==> config.mk <==
export PLATFORM = sky130hd
export DESIGN_NAME = gsim_rd_sched
export DESIGN_NICKNAME = d
export VERILOG_FILES = /design/src/rtl/gsim_rd_sched.sv
export SDC_FILE = /design/constraint.sdc
export NUM_CORES = 1
export LEC_CHECK = 0
export ABC_CLOCK_PERIOD_IN_PS = 5090
export BUFFER_PORTS_ARGS = -buffer_cell sky130_fd_sc_hd__clkbuf_2
export CELL_PAD_IN_SITES_DETAIL_PLACEMENT = 0
export CELL_PAD_IN_SITES_GLOBAL_PLACEMENT = 1
export CORE_AREA = 2 2 216 218
export DETAILED_ROUTE_END_ITERATION = 8
export DIE_AREA = 0 0 218 220
export HOLD_SLACK_MARGIN = 0.15
export PLACE_DENSITY = 0.47
export SYNTH_ARGS = -nofsm -noshare
export SYNTH_HDL_FRONTEND = slang
export SYNTH_SLANG_ARGS = --single-unit
==> constraint.sdc <==
create_clock -name i_clk -period 5.09 [get_ports i_clk]
set_clock_uncertainty 0.1 [all_clocks]
set_input_delay 0.509 -clock i_clk [delete_from_list [all_inputs] [get_ports i_clk]]
set_output_delay 0.509 -clock i_clk [all_outputs]
set_load 0.02 [all_outputs]
==> src/rtl/gsim_rd_sched.sv <==
// gsim_rd_sched: matrix-memory read scheduler and beat tagger for the GSIM Gauss-Seidel datapath.
// Define GSIM_SCHED_PERF_EN to add the saturating stall-cycle counter on o_perf_stall.
module gsim_rd_sched #(
  parameter int ITERS     = 16,
  parameter int MAX_OUTST = 4,
  parameter int ADDR_W    = 10
) (
  input  logic              i_clk,
  input  logic              i_reset,
  input  logic              i_module_en,
  input  logic [4:0]        i_matrix_num,
  output logic              o_proc_done,
  output logic              o_mem_rreq,
  output logic [ADDR_W-1:0] o_mem_addr,
  input  logic              i_mem_rrdy,
  input  logic              i_mem_dout_vld,
  input  logic [255:0]      i_mem_dout,
  input  logic              i_dp_stall,
  input  logic              i_dp_mat_done,
  output logic              o_beat_vld,
  output logic [255:0]      o_beat_data,
  output logic              o_beat_phase,
  output logic [3:0]        o_beat_iter,
  output logic [4:0]        o_beat_col,
  output logic              o_beat_last,
  output logic [4:0]        o_mat_idx,
  output logic              o_err
`ifdef GSIM_SCHED_PERF_EN
  ,
  output logic [15:0]       o_perf_stall
`endif
);

  localparam int PTR_W = (MAX_OUTST > 1) ? $clog2(MAX_OUTST) : 1;
  localparam int FD    = 1 << PTR_W;

  typedef enum logic [2:0] {S_IDLE, S_LOAD, S_ITER, S_DRAIN, S_DONE} state_e;
  typedef struct packed {
    logic       phase;
    logic [3:0] iter;
    logic [4:0] col;
  } tag_t;

  state_e            state_q, state_d;
  logic [4:0]        mat_idx_q, mat_idx_d, mat_num_q, mat_num_d, col_q, col_d;
  logic [3:0]        iter_q, iter_d, cnt_q, cnt_d;
  logic [PTR_W-1:0]  wr_ptr_q, wr_ptr_d, rd_ptr_q, rd_ptr_d;
  logic              rreq_q, rreq_d, done_q, done_d, seen_q, seen_d, err_q, err_d;
  logic [ADDR_W-1:0] addr_q, addr_d;
  tag_t              fifo_q [FD];
  tag_t              push_tag, head;
  logic              accept, pop, fifo_empty, remain, hold;

  function automatic logic [PTR_W-1:0] ptr_inc(input logic [PTR_W-1:0] p);
    return (p == PTR_W'(MAX_OUTST - 1)) ? '0 : p + PTR_W'(1);
  endfunction

  assign accept     = rreq_q & i_mem_rrdy;
  assign fifo_empty = (cnt_q == 4'd0);
  assign pop        = i_mem_dout_vld & ~fifo_empty;
  assign hold       = rreq_q & ~i_mem_rrdy;
  assign head       = fifo_q[rd_ptr_q];
  assign push_tag   = '{phase: (state_q == S_ITER), iter: iter_q, col: col_q};

  always_comb begin
    // NOTE: every signal gets its default before the case so no path can infer a latch.
    state_d   = state_q;
    mat_idx_d = mat_idx_q;
    mat_num_d = mat_num_q;
    col_d     = col_q;
    iter_d    = iter_q;
    seen_d    = seen_q | i_dp_mat_done;
    err_d     = err_q | (i_mem_dout_vld & fifo_empty);
    cnt_d     = cnt_q + {3'b000, accept} - {3'b000, pop};
    wr_ptr_d  = accept ? ptr_inc(wr_ptr_q) : wr_ptr_q;
    rd_ptr_d  = pop ? ptr_inc(rd_ptr_q) : rd_ptr_q;
    unique case (state_q)
      S_IDLE: begin
        seen_d = 1'b0;
        if (i_module_en) begin
          mat_num_d = i_matrix_num;
          mat_idx_d = '0;
          col_d     = '0;
          iter_d    = '0;
          state_d   = (i_matrix_num == 5'd0) ? S_DONE : S_LOAD;
        end
      end
      S_LOAD: if (accept) begin
        if (col_q == 5'd16) begin
          state_d = S_ITER;
          col_d   = '0;
          iter_d  = '0;
        end else col_d = col_q + 5'd1;
      end
      S_ITER: if (accept) begin
        if (col_q == 5'd15) begin
          col_d = '0;
          if (iter_q == 4'(ITERS - 1)) state_d = S_DRAIN;
          else                         iter_d  = iter_q + 4'd1;
        end else col_d = col_q + 5'd1;
      end
      S_DRAIN: if ((cnt_q == 4'd0) && (seen_q || i_dp_mat_done)) begin
        seen_d = 1'b0;
        col_d  = '0;
        iter_d = '0;
        if (mat_idx_q == mat_num_q - 5'd1) state_d = S_DONE;
        else begin
          mat_idx_d = mat_idx_q + 5'd1;
          state_d   = S_LOAD;
        end
      end
      S_DONE: begin
        seen_d = 1'b0;
        if (!i_module_en) state_d = S_IDLE;
      end
      default: state_d = S_IDLE;
    endcase

    done_d = (state_d == S_DONE) & i_module_en;

    // An unaccepted request is held as-is; otherwise raise the next one if the phase still has work.
    remain = (state_d == S_LOAD) || (state_d == S_ITER);
    rreq_d = 1'b0;
    addr_d = addr_q;
    if (hold) rreq_d = 1'b1;
    else if (remain && !i_dp_stall && (cnt_d < 4'(MAX_OUTST))) begin
      rreq_d = 1'b1;
      addr_d = ADDR_W'({mat_idx_d, 4'b0000}) + ADDR_W'(mat_idx_d) + ADDR_W'(col_d);
    end
  end

  always_ff @(posedge i_clk) begin
    if (i_reset) begin
      state_q   <= S_IDLE;
      mat_idx_q <= '0;
      mat_num_q <= '0;
      col_q     <= '0;
      iter_q    <= '0;
      cnt_q     <= '0;
      wr_ptr_q  <= '0;
      rd_ptr_q  <= '0;
      rreq_q    <= 1'b0;
      addr_q    <= '0;
      done_q    <= 1'b0;
      seen_q    <= 1'b0;
      err_q     <= 1'b0;
      // NOTE: the tag store is only a few flops, so it is cleared too and the tag outputs read 0 after reset.
      for (int i = 0; i < FD; i++) fifo_q[i] <= '0;
    end else begin
      // NOTE: non-blocking assignments so every flop samples the pre-edge values.
      state_q   <= state_d;
      mat_idx_q <= mat_idx_d;
      mat_num_q <= mat_num_d;
      col_q     <= col_d;
      iter_q    <= iter_d;
      cnt_q     <= cnt_d;
      wr_ptr_q  <= wr_ptr_d;
      rd_ptr_q  <= rd_ptr_d;
      rreq_q    <= rreq_d;
      addr_q    <= addr_d;
      done_q    <= done_d;
      seen_q    <= seen_d;
      err_q     <= err_d;
      if (accept) fifo_q[wr_ptr_q] <= push_tag;
    end
  end

  assign o_proc_done  = done_q;
  assign o_mem_rreq   = rreq_q;
  assign o_mem_addr   = addr_q;
  assign o_beat_vld   = pop;
  assign o_beat_data  = i_mem_dout;
  assign o_beat_phase = head.phase;
  assign o_beat_iter  = head.iter;
  assign o_beat_col   = head.col;
  assign o_beat_last  = pop & head.phase & (head.iter == 4'(ITERS - 1)) & (head.col == 5'd15);
  assign o_mat_idx    = mat_idx_q;
  assign o_err        = err_q;

`ifdef GSIM_SCHED_PERF_EN
  logic [15:0] perf_q, perf_d;
  logic        stall_evt;

  // Counts both a presented-but-refused request and a wanted request held back by stall or credit.
  always_comb begin
    stall_evt = hold | (remain & ~rreq_d);
    perf_d    = perf_q;
    if ((state_q == S_IDLE) && (state_d == S_LOAD)) perf_d = '0;
    else if (stall_evt && (perf_q != 16'hFFFF))     perf_d = perf_q + 16'd1;
  end

  always_ff @(posedge i_clk) begin
    if (i_reset) perf_q <= '0;
    else         perf_q <= perf_d;
  end

  assign o_perf_stall = perf_q;
`endif

endmodule

==> Yosys cells after proc, flatten, opt, wreduce, memory -nomap -nowiden <==
Memories as Yosys holds them, arrays and structs flattened. A register that Yosys moved wholly into a read port is not among the register bits.
Cells that the tools add are included.
{ "op_classes": {"muxes": 46, "n_addsub": 10, "bitwise": 13, "reduce_logical": 15, "eq_ne": 22, "magnitude_cmp": 1} }
{ "op_table": {"columns": ["cell", "n"], "rows": [
  ["$mux W5", 9],
  ["$mux W3", 10],
  ["$mux W4", 7],
  ["$pmux W5 S4", 1],
  ["$pmux W4 S4", 1],
  ["$pmux W3 S5", 1],
  ["$add A10 B5 Y10", 1],
  ["$add A5 B1 Y5 const B", 2],
  ["$add A9 B5 Y10", 1],
  ["$eq A5 B4 Y1 const B", 2],
  ["$mux W10", 1],
  ["$mux W2", 5],
  ["$ne A2 B2 Y1 const B", 5],
  ["$pmux W5 S2", 1],
  ["$reduce_or A10 Y1", 1],
  ["$eq A3 B2 Y1 const B", 3],
  ["$mux W1", 9],
  ["$and A1 B1 Y1", 8],
  ["$eq A4 B4 Y1 const B", 2],
  ["$reduce_and A8 Y1", 1],
  ["$eq A3 B1 Y1 const B", 2],
  ["$eq A3 B3 Y1 const B", 2],
  ["$eq A5 B5 Y1", 1],
  ["$eq A5 B5 Y1 const B", 1],
  ["other kinds (20)", 30]
]} }
{ "totals": {"output_inout_bits": 286, "input_bits": 268, "word_cells": 121, "ramBits": 40, "regBits": 44, "n_memories": 1} }
{ "mem_list": {"columns": ["name", "words", "word_bits", "rd", "rd_ports_with_merged_regs", "write_ports", "line", "source"], "rows": [
  ["fifo_q", 4, 10, 1, 1, 4, "50", "tag_t fifo_q [FD];"]
]} }

==> Depth between registers and ports, before layout <==
Gate-level depths: netlist of the first run.
{ "logic_depth": {"word_depth": 11, "mapped_depth": 19, "depth_no_buf": 19} }

==> Least setup slack after synthesis of the first run <==
Ideal clock, no wire load.
{ "synth_timing": {"kind": "reg2reg", "start": "reg mat_num_q[0]", "end": "reg addr_q[7], in the netlist o_mem_addr[7]", "path_stages_with_launch": 19, "setup_time_ps": 114, "required_time_ps": 4876, "synth_period_minus_slack_ps": 3721, "slack_ps": 1369, "arrival_time_ps": 3507, "n_path_buf": 0, "path_cell_list": "dfxtp_1 > inv_1 > ha_1 > xnor2_1 > a22oi_1 > o2111a_1 > o21ai_0 > nand2_1 > a22o_1 > ha_1 > ha_1 > fa_1 > a21o_1 > a21oi_1 > inv_1 > a21oi_1 > a21oi_1 > xnor2_1 > a21o_1"} }
{ "synth_between": {"word_cells_on_any_way": 16, "classes_between": "add/sub: 3; eq/ne: 3; mux: 6; reduce/logical: 4"} }
{ "synth_rtl": {"columns": ["element", "line", "source"], "rows": [
  ["start: declaration", "45", "logic [4:0] mat_idx_q, mat_idx_d, mat_num_q, mat_num_d, col_q, col_d;"],
  ["start signal: assignment", "153", "mat_num_q <= mat_num_d;"],
  ["$sub A5 B1 Y5", "106", "if (mat_idx_q == mat_num_q - 5'd1) state_d = S_DONE;"],
  ["$eq A5 B5 Y1", "106", null],
  ["$mux W5", "106", null],
  ["$mux W5", "102", "S_DRAIN: if ((cnt_q == 4'd0) && (seen_q || i_dp_mat_done)) begin"],
  ["$pmux W5 S2", "77", "unique case (state_q)"],
  ["via mat_idx_d[1]", "45", null],
  ["$add A9 B5 Y10", "128", "addr_d = ADDR_W'({mat_idx_d, 4'b0000}) + ADDR_W'(mat_idx_d) + ADDR_W'(col_d);"],
  ["$add A10 B5 Y10", "128", null],
  ["end signal: assignment", "160", "addr_q <= addr_d;"],
  ["end: declaration", "49", "logic [ADDR_W-1:0] addr_q, addr_d;"]
]} }
The timed path passes the listed nets, and every way through them passes these cells.
A chain may end at the register's enable or synchronous reset.

==> Final worst setup path of the first run <==
Same ends and word-level chain as after synthesis.

==> results of run 1 <==
-- per-stage QoR --
step | hold WS (ns) | setup WS [ns] | instance area (sq um) | std cells
final | 0.3044 | 1.012 | 5746 | 1078
after global routing | 0.3082 | 0.5810 | 5746 | 1078
after CTS | 0.2956 | 0.9755 | 5746 | 1078
after detailed placement | 0.3743 | 0.8432 | 5436 | 1062
after global placement | 0.3620 | 0.8999 | 5436 | 1062
after floorplan | 0.3654 | 1.369 | 6479 | 688
-- logic make-up (layout without fill, tap and decap cells) --
| kind of cell | Yosys count | in the layout | synth area share [%] |
|---|---|---|---|
| compound gates | 73 | 73 | 8.363 |
| flops | 86 | 86 | 32.75 |
| buf+inv | 302 | 85 | 32.83 |
| simple gates | 165 | 165 | 13.65 |
| fa+ha+maj | 26 | 26 | 5.253 |
| xor+xnor | 18 | 18 | 2.433 |
| mux | 18 | 18 | 4.712 |
-- layer usage --
| layer | up-vias | GRT usage, % |
|---|---|---|
| met4 | 2 | 3.197 |
| met3 | 64 | 5.052 |
| li1 | 1613 | - |
| met1 | 1641 | 7.280 |
| met2 | 235 | 10.11 |
| met5 | - | 0.8333 |
-- layout by cell type, fill, tap and decap left out, types with 3 or more instances in the layout --
cell and count:
nor3b_1 5, mux4_2 10, xor2_1 5, nor3_1 12
edfxtp_1 40, nand2b_1 6, or2_2 5, nor4_1 4
buf_4 4, a211oi_1 3, nand4_1 7, nand3_1 7
nor2b_1 12, o21ai_0 14, ha_1 24, a21o_1 6
mux2i_1 8, xnor2_1 13, clkbuf_16 9, inv_6 4
nor2_1 46, clkbuf_2 41, nand2_1 22, inv_1 23
a21oi_1 19, a31oi_1 3, and2_1 31, dfxtp_1 46
-- power breakdown --
part,switching [mW],internal [mW]
logic,0.276,0.186
clock network,0.309,0.391
registers,0.0567,0.777
-- flip-flops by register name, indices dropped and copies added (netlist names), 2 cells and up, named ones only --
| signal | cells |
|---|---|
| rd_ptr_q | 2 |
| mat_num_q | 5 |
| fifo_q | 40 |
| o_mat_idx | 5 |
| cnt_q | 4 |
| o_mem_addr | 10 |
| wr_ptr_q | 2 |
| col_q | 5 |
| state_q | 3 |
| iter_q | 4 |
-- worst paths after layout --
kind                         from             to  slack (ns)
hold / removal    i_matrix_num[4]   mat_num_q[4]        0.30
setup reg to reg     mat_num_q[0]  o_mem_addr[7]        1.01
setup / recovery     mat_num_q[0]  o_mem_addr[7]        1.01
hold reg to reg     o_mem_addr[9]  o_mem_addr[9]        0.39
-- tightest hold or removal path: stages --
cell      delay, ns
clkbuf_2       0.09
nand2_1        0.05
a21oi_1        0.05
-- final cells by class --
cell class,instances,area share [%]
clock buffer,9,3.920
clock inverter,7,1.459
inverter,24,1.568
multi-input combinational,300,38.81
sequential,86,36.93
tap,607,13.22
timing repair buffer,45,4.094
==> impl_metrics.py, run 1 <==
metrics = {
    "status": {
        "outcome": "complete, no violations",
    },
    "setup_path": {
        "endpoint_kind": "flip-flop",
        "crit_buf_inv": 2,
        "crit_family": "compound AO/OA/AOI/OAI gates",
        "critPathKind": "flip-flop to flip-flop",
        "slowest_stage": "fa_1",
        "path_depth": 18,
        "crit_chain": "inv_1 -> ha_1 -> o21ba_1 -> a22oi_1 -> o2111a_1 -> o21ai_0 -> nand2_1 -> a22o_1 -> ha_1 -> ha_1 -> fa_1 -> a21o_1 -> a21oi_1 -> inv_1 -> a21oi_1 -> a21oi_1 -> xnor2_1 -> a21o_1",
        "r2r_cells": 18,
        "worstPathMaxFanout": 8,
        "arrival_ns": 4.22,
        "required_ns": 5.23,
        "critPathMaxStageDelay_ns": 0.41,
        "crit_path_start_kind": "flip-flop",
    },
    "layout": {
        "final_util_pct": 12.53,
        "n_fill_cell": 5280,
        "seq_area_sq_um": 2122,
        "antennaDiodeCount": 0,
        "multi_input_area_sq_um": 2230,
        "nets": 760,
        "drive_above_1_share_pct": 18.68,
        "area_growth_pct": -11.32,
    },
    "cts": {
        "cts_sinks": 86,
        "ctsResizeCount": 0,
        "clockBufferDepth": 2,
        "clk_pin_slew_ns": 0.07,
        "cts_made_buffers": 9,
        "h-tree-depth": 3,
        "holdBufCountCts": 0,
        "post_cts_buffers": 0,
        "clk_latency_ns": 0.34,
        "cts-root-buf": "clkbuf_16",
        "cts_tree": "yes",
    },
    "sta": {
        "finalMaxSlewViolations": 0,
        "finalHoldViolCount": 0,
        "worst_pin_slew_ns": 0.7820,
        "min_period_over_period_pct": 80.12,
        "fin_setup_tns_ns": 0,
        "maxSlewHeadroom_pct": 47.46,
        "setup_viol": 0,
        "rsz0062_at_grt": "no",
        "max_freq_mhz": 245.2,
        "min_period_ns": 4.078,
    },
    "logic_synthesis": {
        "synth.top_cells.by_area": "buf_4, edfxtp_1, dfxtp_1",
        "ys_seq_area_share_pct": 32.75,
        "postSynthAreaPerCell_sq_um": 9.417,
        "synth_top_area_cell": "buf_4",
        "syn_inst": 688,
        "syn_area_sq_um": 6479,
        "synth_common_cells": "buf_4, dfxtp_1, nor2_1",
        "synth_top_area_share_pct": 29.78,
        "yosysMostFrequentCell": "buf_4",
        "yosys_most_used_dff": "dfxtp_1",
        "synthesis.nets": 982,
        "async_reset_ff_share_pct": 0,
        "yosysUniqueCellTypes": 63,
        "synth-edff-count": 40,
        "synth_warnings": 0,
        "ys_seq_elements": 86,
    },
    "floorplan": {
        "fp.coreArea_sq_um": 45860,
        "rows": 79,
        "dieArea_sq_um": 47960,
        "die_w_um": 218,
        "ios": 554,
        "dieHeight_um": 220,
        "initial_core_util_pct": 14.13,
    },
    "power": {
        "ir_drop_mv": 0.1223,
        "leakage_nw": 2.072,
        "power_density_nw_per_um2": 347.4,
        "power_mw": 1.996,
    },
    "flow_run": {
        "maxCapViolations": 0,
    },
    "detailed_routing": {
        "drtIter0Drc": 203,
        "postRouteAntennaNets": 0,
        "drcViolationCount": 0,
        "dr.pass1.iters": 4,
        "via_count": 3555,
        "wl_met1_mm": 6.453,
        "vias_per_cell": 3.298,
        "wl_mm": 16.66,
        "top_layer_used": "met5",
        "wire_per_inst_um": 15.45,
        "met3_length_mm": 2.386,
        "wl_met2_mm": 7.312,
    },
    "global_routing": {
        "grt_overflow_total": 0,
        "antenna_found_initial": 0,
        "grt_usage_pct": 6.879,
        "grt_pass1_vias": 3637,
        "grt_pass1_wl_mm": 24.28,
        "grt_max_degree": 49,
    },
    "place": {
        "place_congestion": 0.7087,
        "dp_hpwl_mm": 12.90,
        "port_buffers": 41,
    },
    "min_path": {
        "holdPathStages": 3,
        "hold_path.class": "input pin to flip-flop",
    },
}
Note: power is estimated with default switching activity, not from simulation.
==> inputs of run 2 (changes only) <==
--- a/config.mk
+++ b/config.mk
@@ -5,7 +5,7 @@
 export SDC_FILE = /design/constraint.sdc
 export NUM_CORES = 1
 export LEC_CHECK = 0
-export ABC_CLOCK_PERIOD_IN_PS = 5090
+export ABC_CLOCK_PERIOD_IN_PS = 4000
 export BUFFER_PORTS_ARGS = -buffer_cell sky130_fd_sc_hd__clkbuf_2
 export CELL_PAD_IN_SITES_DETAIL_PLACEMENT = 0
 export CELL_PAD_IN_SITES_GLOBAL_PLACEMENT = 1
==> constraint.sdc (replaced) <==
create_clock -name i_clk -period 4 [get_ports i_clk]
set_clock_uncertainty 0.1 [all_clocks]
set_input_delay 0.4 -clock i_clk [delete_from_list [all_inputs] [get_ports i_clk]]
set_output_delay 0.4 -clock i_clk [all_outputs]
set_load 0.02 [all_outputs]
==> impl_metrics.py, run 2 (same netlist as run 1, synthesis figures left out) <==
metrics = {
    "status": {
        "outcome": "complete, no violations",
    },
    "layout": {
        "area_growth_pct": -7.339,
        "drive_above_1_share_pct": 25.05,
        "final_common_cell": "nor2_1",
        "multi_input_area_sq_um": 2245,
        "seq_area_sq_um": 2125,
        "nets": 792,
        "largest_reg_flops": 40,
        "largest-register": "fifo_q",
        "antennaDiodeCount": 0,
        "final_util_pct": 13.09,
        "n_fill_cell": 5246,
        "layout_common_cells": "nor2_1, dfxtp_1, clkbuf_2",
        "fin_area_sq_um": 6003,
    },
    "cts": {
        "h-tree-depth": 3,
        "cts_tree": "yes",
        "cts_made_buffers": 9,
        "clockBufferDepth": 2,
        "clk_latency_ns": 0.35,
        "holdBufCountCts": 0,
        "cts_sinks": 86,
        "cts-root-buf": "clkbuf_16",
        "clk_pin_slew_ns": 0.07,
    },
    "detailed_routing": {
        "drcViolationCount": 0,
        "wl_mm": 17.21,
        "drtIter0Drc": 269,
        "dr.pass1.iters": 4,
        "wire_per_inst_um": 15.51,
        "postRouteAntennaNets": 0,
        "vias_per_cell": 3.276,
        "via_count": 3636,
    },
    "sta": {
        "min_period_ns": 3.760,
        "setup_viol": 0,
        "setup_slack_ns": 0.2402,
        "min_period_over_period_pct": 94.00,
        "hold_slack_ns": 0.1886,
        "finalHoldViolCount": 0,
        "worst_pin_slew_ns": 0.5754,
        "maxSlewHeadroom_pct": 61.64,
        "max_freq_mhz": 266.0,
        "fin_setup_tns_ns": 0,
        "finalMaxSlewViolations": 0,
    },
    "power": {
        "ir_drop_mv": 0.1665,
        "power_density_nw_per_um2": 432.3,
        "leakage_nw": 2.235,
    },
    "setup_path": {
        "critPathKind": "flip-flop to flip-flop",
        "crit_family": "compound AO/OA/AOI/OAI gates",
        "rrSetupSlack_ns": 0.24,
        "worstPathMaxFanout": 4,
        "regToRegStartpoint": "mat_num_q[0]",
        "cp-startpoint": "mat_num_q[0]",
        "critPathMaxStageDelay_ns": 0.36,
        "required_ns": 4.14,
        "crit_buf_inv": 2,
        "endpoint_kind": "flip-flop",
        "arrival_ns": 3.90,
        "slowest_stage": "fa_2",
        "crit_chain": "inv_1 -> ha_1 -> xnor2_1 -> a22oi_1 -> o2111a_1 -> o21ai_1 -> nand2_1 -> a22o_1 -> ha_1 -> ha_1 -> fa_2 -> a21o_1 -> a21oi_1 -> inv_1 -> a21oi_1 -> a21oi_1 -> xnor2_1 -> a21o_1",
        "crit_path_start_kind": "flip-flop",
    },
    "floorplan": {
        "dieArea_sq_um": 47960,
        "die_w_um": 218,
        "fp.coreArea_sq_um": 45860,
        "ios": 554,
        "initial_core_util_pct": 14.13,
        "rows": 79,
        "dieHeight_um": 220,
    },
    "min_path": {
        "hold_path.class": "input pin to flip-flop",
        "hold_path_startpoint": "i_matrix_num[1]",
    },
    "global_routing": {
        "grt_overflow_total": 0,
        "grt_pass1_wl_mm": 25.10,
        "grt_pass1_vias": 3822,
        "grt_usage_pct": 7.158,
        "grt_max_degree": 48,
        "antenna_found_initial": 0,
    },
    "place": {
        "place_congestion": 0.7663,
        "dp_hpwl_mm": 13.25,
        "port_buffers": 41,
        "place_area_sq_um": 5669,
        "dpl_worst_slack_ns": 0.1083,
    },
    "flow_run": {
        "maxCapViolations": 0,
    },
}
## run 2: cell types whose count changed in the layout (fill, tap and decap cells not counted), moves of 2 or more
cell	previous run	this run
o21ai_1	0	3
o21ai_0	14	11
dfxtp_2	0	2
buf_4	4	36
dfxtp_1	46	44
## run 2: cell type report
type                       instances  area share, %
clock buffer                       9          3.752
clock inverter                     7          1.396
inverter                          24          1.501
multi-input combinational        300          37.39
sequential                        86          35.39
tap                              607          12.65
timing repair buffer              77          7.920
## run 2: layer usage
metal  global-route usage (%)  wire length [um]
met5                   0.8333                34
met4                    3.152               465
met3                    5.066              2381
met2                    10.50              7654
met1                    7.774              6674
## run 2: through the flow
step,instances,power (mW)
global route,1110,2.763
floorplan,688,1.890
finish,1110,2.595
CTS,1109,2.647
global placement,1093,1.739
detailed placement,1093,1.737
## run 2: final timing paths
kind,endpoint,depth (start not counted)
worst max-delay path,o_mem_addr[7],18
worst min-delay path,mat_num_q[1],3
worst max register to register,o_mem_addr[7],18
worst min register to register,o_err,2
## run 2: where the power goes
group | internal [mW] | total (mW) | switching [mW]
clock | 0.498 | 0.892 | 0.394
sequential | 0.989 | 1.04 | 0.0514
combinational | 0.280 | 0.663 | 0.382
total | 1.77 | 2.60 | 0.828
## run 2: repair_timing
item | in CTS | in global routing
setup endpoints to repair | 0 | 5
gates resized for setup | 0 | 9
buffers inserted | 0 | 1
## run 2: worst min-delay path: stages
cell and delay, ns:
clkbuf_2 0.09, nand2_1 0.06, a21oi_1 0.05
==> inputs of run 3 (changes only) <==
--- a/config.mk
+++ b/config.mk
@@ -6,14 +6,14 @@
 export NUM_CORES = 1
 export LEC_CHECK = 0
 export ABC_CLOCK_PERIOD_IN_PS = 4000
-export BUFFER_PORTS_ARGS = -buffer_cell sky130_fd_sc_hd__clkbuf_2
 export CELL_PAD_IN_SITES_DETAIL_PLACEMENT = 0
 export CELL_PAD_IN_SITES_GLOBAL_PLACEMENT = 1
 export CORE_AREA = 2 2 216 218
 export DETAILED_ROUTE_END_ITERATION = 8
 export DIE_AREA = 0 0 218 220
+export DONT_BUFFER_PORTS = 1
 export HOLD_SLACK_MARGIN = 0.15
-export PLACE_DENSITY = 0.47
+export PLACE_DENSITY = 0.32
 export SYNTH_ARGS = -nofsm -noshare
 export SYNTH_HDL_FRONTEND = slang
 export SYNTH_SLANG_ARGS = --single-unit
==> impl_metrics.py, run 3 (same netlist as run 1, synthesis figures left out) <==
metrics = {
    "setup_path": {
        "required_ns": 4.15,
        "path_common_cell": "ha_1",
        "slowest_stage": "fa_2",
        "crit_path_start_kind": "flip-flop",
        "critPathMaxStageDelay_ns": 0.36,
        "rrSetupSlack_ns": 0.20,
        "critPathKind": "flip-flop to flip-flop",
        "worstPathMaxFanout": 4,
        "crit_buf_inv": 2,
        "endpoint_kind": "flip-flop",
        "crit_chain": "inv_1 -> ha_1 -> xnor2_1 -> a22oi_1 -> o2111a_2 -> o21ai_0 -> nand2_1 -> a22o_4 -> ha_1 -> ha_1 -> fa_2 -> a21o_1 -> a21oi_2 -> inv_1 -> a21oi_1 -> a21oi_1 -> xnor2_1 -> a21o_1",
        "regToRegStartpoint": "mat_num_q[1]",
        "crit_family": "compound AO/OA/AOI/OAI gates",
        "cp-startpoint": "mat_num_q[1]",
        "arrival_ns": 3.95,
    },
    "floorplan": {
        "ios": 554,
        "dieHeight_um": 220,
        "die_w_um": 218,
        "dieArea_sq_um": 47960,
        "rows": 79,
        "initial_core_util_pct": 14.13,
        "fp.coreArea_sq_um": 45860,
    },
    "detailed_routing": {
        "wire_per_inst_um": 16.57,
        "wl_mm": 17.86,
        "dr.pass1.iters": 4,
        "drcViolationCount": 0,
        "via_count": 3540,
        "postRouteAntennaNets": 0,
        "drtIter0Drc": 210,
        "vias_per_cell": 3.284,
    },
    "sta": {
        "worst_pin_slew_ns": 0.6554,
        "max_freq_mhz": 263.4,
        "finalHoldViolCount": 0,
        "hold_slack_ns": 0.1775,
        "rsz0062_at_grt": "yes",
        "setup_viol": 0,
        "setup_slack_ns": 0.2034,
        "finalMaxSlewViolations": 0,
        "min_period_over_period_pct": 94.92,
        "min_period_ns": 3.797,
        "maxSlewHeadroom_pct": 56.31,
    },
    "global_routing": {
        "antenna_found_initial": 1,
        "grt_max_degree": 40,
        "met3_usage_pct": 4.914,
        "busiest_layer": "met2",
        "use_met1_pct": 7.752,
        "grt_pass1_wl_mm": 25.41,
        "grt_pass1_vias": 3646,
        "grt_overflow_total": 0,
        "grt_usage_pct": 7.365,
        "grt.met2_usage_pct": 11.72,
    },
    "cts": {
        "clockBufferDepth": 2,
        "cts_sinks": 86,
        "clk_pin_slew_ns": 0.07,
        "cts_made_buffers": 9,
        "clk_latency_ns": 0.35,
        "cts-root-buf": "clkbuf_16",
        "cts_tree": "yes",
        "h-tree-depth": 3,
    },
    "power": {
        "power_density_nw_per_um2": 429.3,
        "ir_drop_mv": 0.1762,
        "leakage_nw": 2.098,
        "power_mw": 2.538,
    },
    "flow_run": {
        "maxCapViolations": 0,
    },
    "min_path": {
        "hold_path.class": "input pin to flip-flop",
        "hold_path_startpoint": "i_reset",
    },
    "place": {
        "placed_cells": 1051,
        "dp_hpwl_mm": 13.41,
        "port_buffers": 0,
        "dpl_worst_slack_ns": 0.1095,
        "place_congestion": 0.7166,
    },
    "layout": {
        "final_common_cell": "nor2_1",
        "layout_common_cells": "nor2_1, dfxtp_1, edfxtp_1",
        "final_cells": 1078,
        "largest_reg_flops": 40,
        "nets": 760,
        "largest-register": "fifo_q",
        "antennaDiodeCount": 0,
        "area_growth_pct": -8.768,
        "drive_above_1_share_pct": 18.05,
    },
    "status": {
        "outcome": "complete, no violations",
    },
}
-- run 3: changes by cell type in the layout (fill, tap and decap cells not counted), sizes merged --
cell         change
buf              -1
clkbuf          -39
clkinv           +3
dlygate4sd3     +10
inv              -5
-- run 3: final cells by class --
| class | instances | area (sq um) |
|---|---|---|
| fillers | 5222 | 39950 |
| multi-input cells | 300 | 2260 |
| flip-flops and latches | 86 | 2123 |
| well taps | 607 | 759.5 |
| repair buffers | 45 | 375.4 |
| clock buffers | 11 | 242.7 |
| inverters | 24 | 90.09 |
| clock inverters | 5 | 60.06 |
-- run 3: final timing paths --
path / end / cells after the start
worst max-delay path: o_mem_addr[7] / 18
worst min-delay path: iter_q[0] / 2
worst max register to register: o_mem_addr[7] / 18
worst min register to register: mat_num_q[4] / 2
-- run 3: where the power goes --
| group | switching (mW) | internal [mW] |
|---|---|---|
| sequential | 0.0723 | 0.989 |
| combinational | 0.350 | 0.256 |
| clock | 0.367 | 0.503 |
-- run 3: worst reg2reg max path, cell delays in order, from the launching register on --
cell and delay (ns):
dfxtp_1 0.34, inv_1 0.05, ha_1 0.22, xnor2_1 0.16
a22oi_1 0.11, o2111a_2 0.30, o21ai_0 0.17, nand2_1 0.11
a22o_4 0.29, ha_1 0.30, ha_1 0.23, fa_2 0.36
a21o_1 0.20, a21oi_2 0.17, inv_1 0.05, a21oi_1 0.14
a21oi_1 0.09, xnor2_1 0.14, a21o_1 0.18
-- run 3: stage by stage --
step / util [%] / instance area [sq um] / TNS [ns]
2_1_floorplan: - / 6479 / 0
3_3_place_gp: 11.91 / 5461 / 0
3_5_place_dp: 11.91 / 5461 / 0
4_1_cts: 12.83 / 5884 / 0
5_1_grt: 12.89 / 5911 / -0.05033
6_report: 12.89 / 5911 / 0
-- run 3: layer usage --
metal / vias up / share of wire (%)
li1: 1608 / -
met1: 1693 / 38
met2: 201 / 47
met3: 36 / 13
met4: 2 / 1.7
met5: - / 0.31
-- run 3: repair_timing --
action	in CTS	in global routing
hold buffers	11	0
hold endpoints to repair	42	0
gates resized for setup	0	8
setup endpoints to repair	0	5
setup buffers	0	0
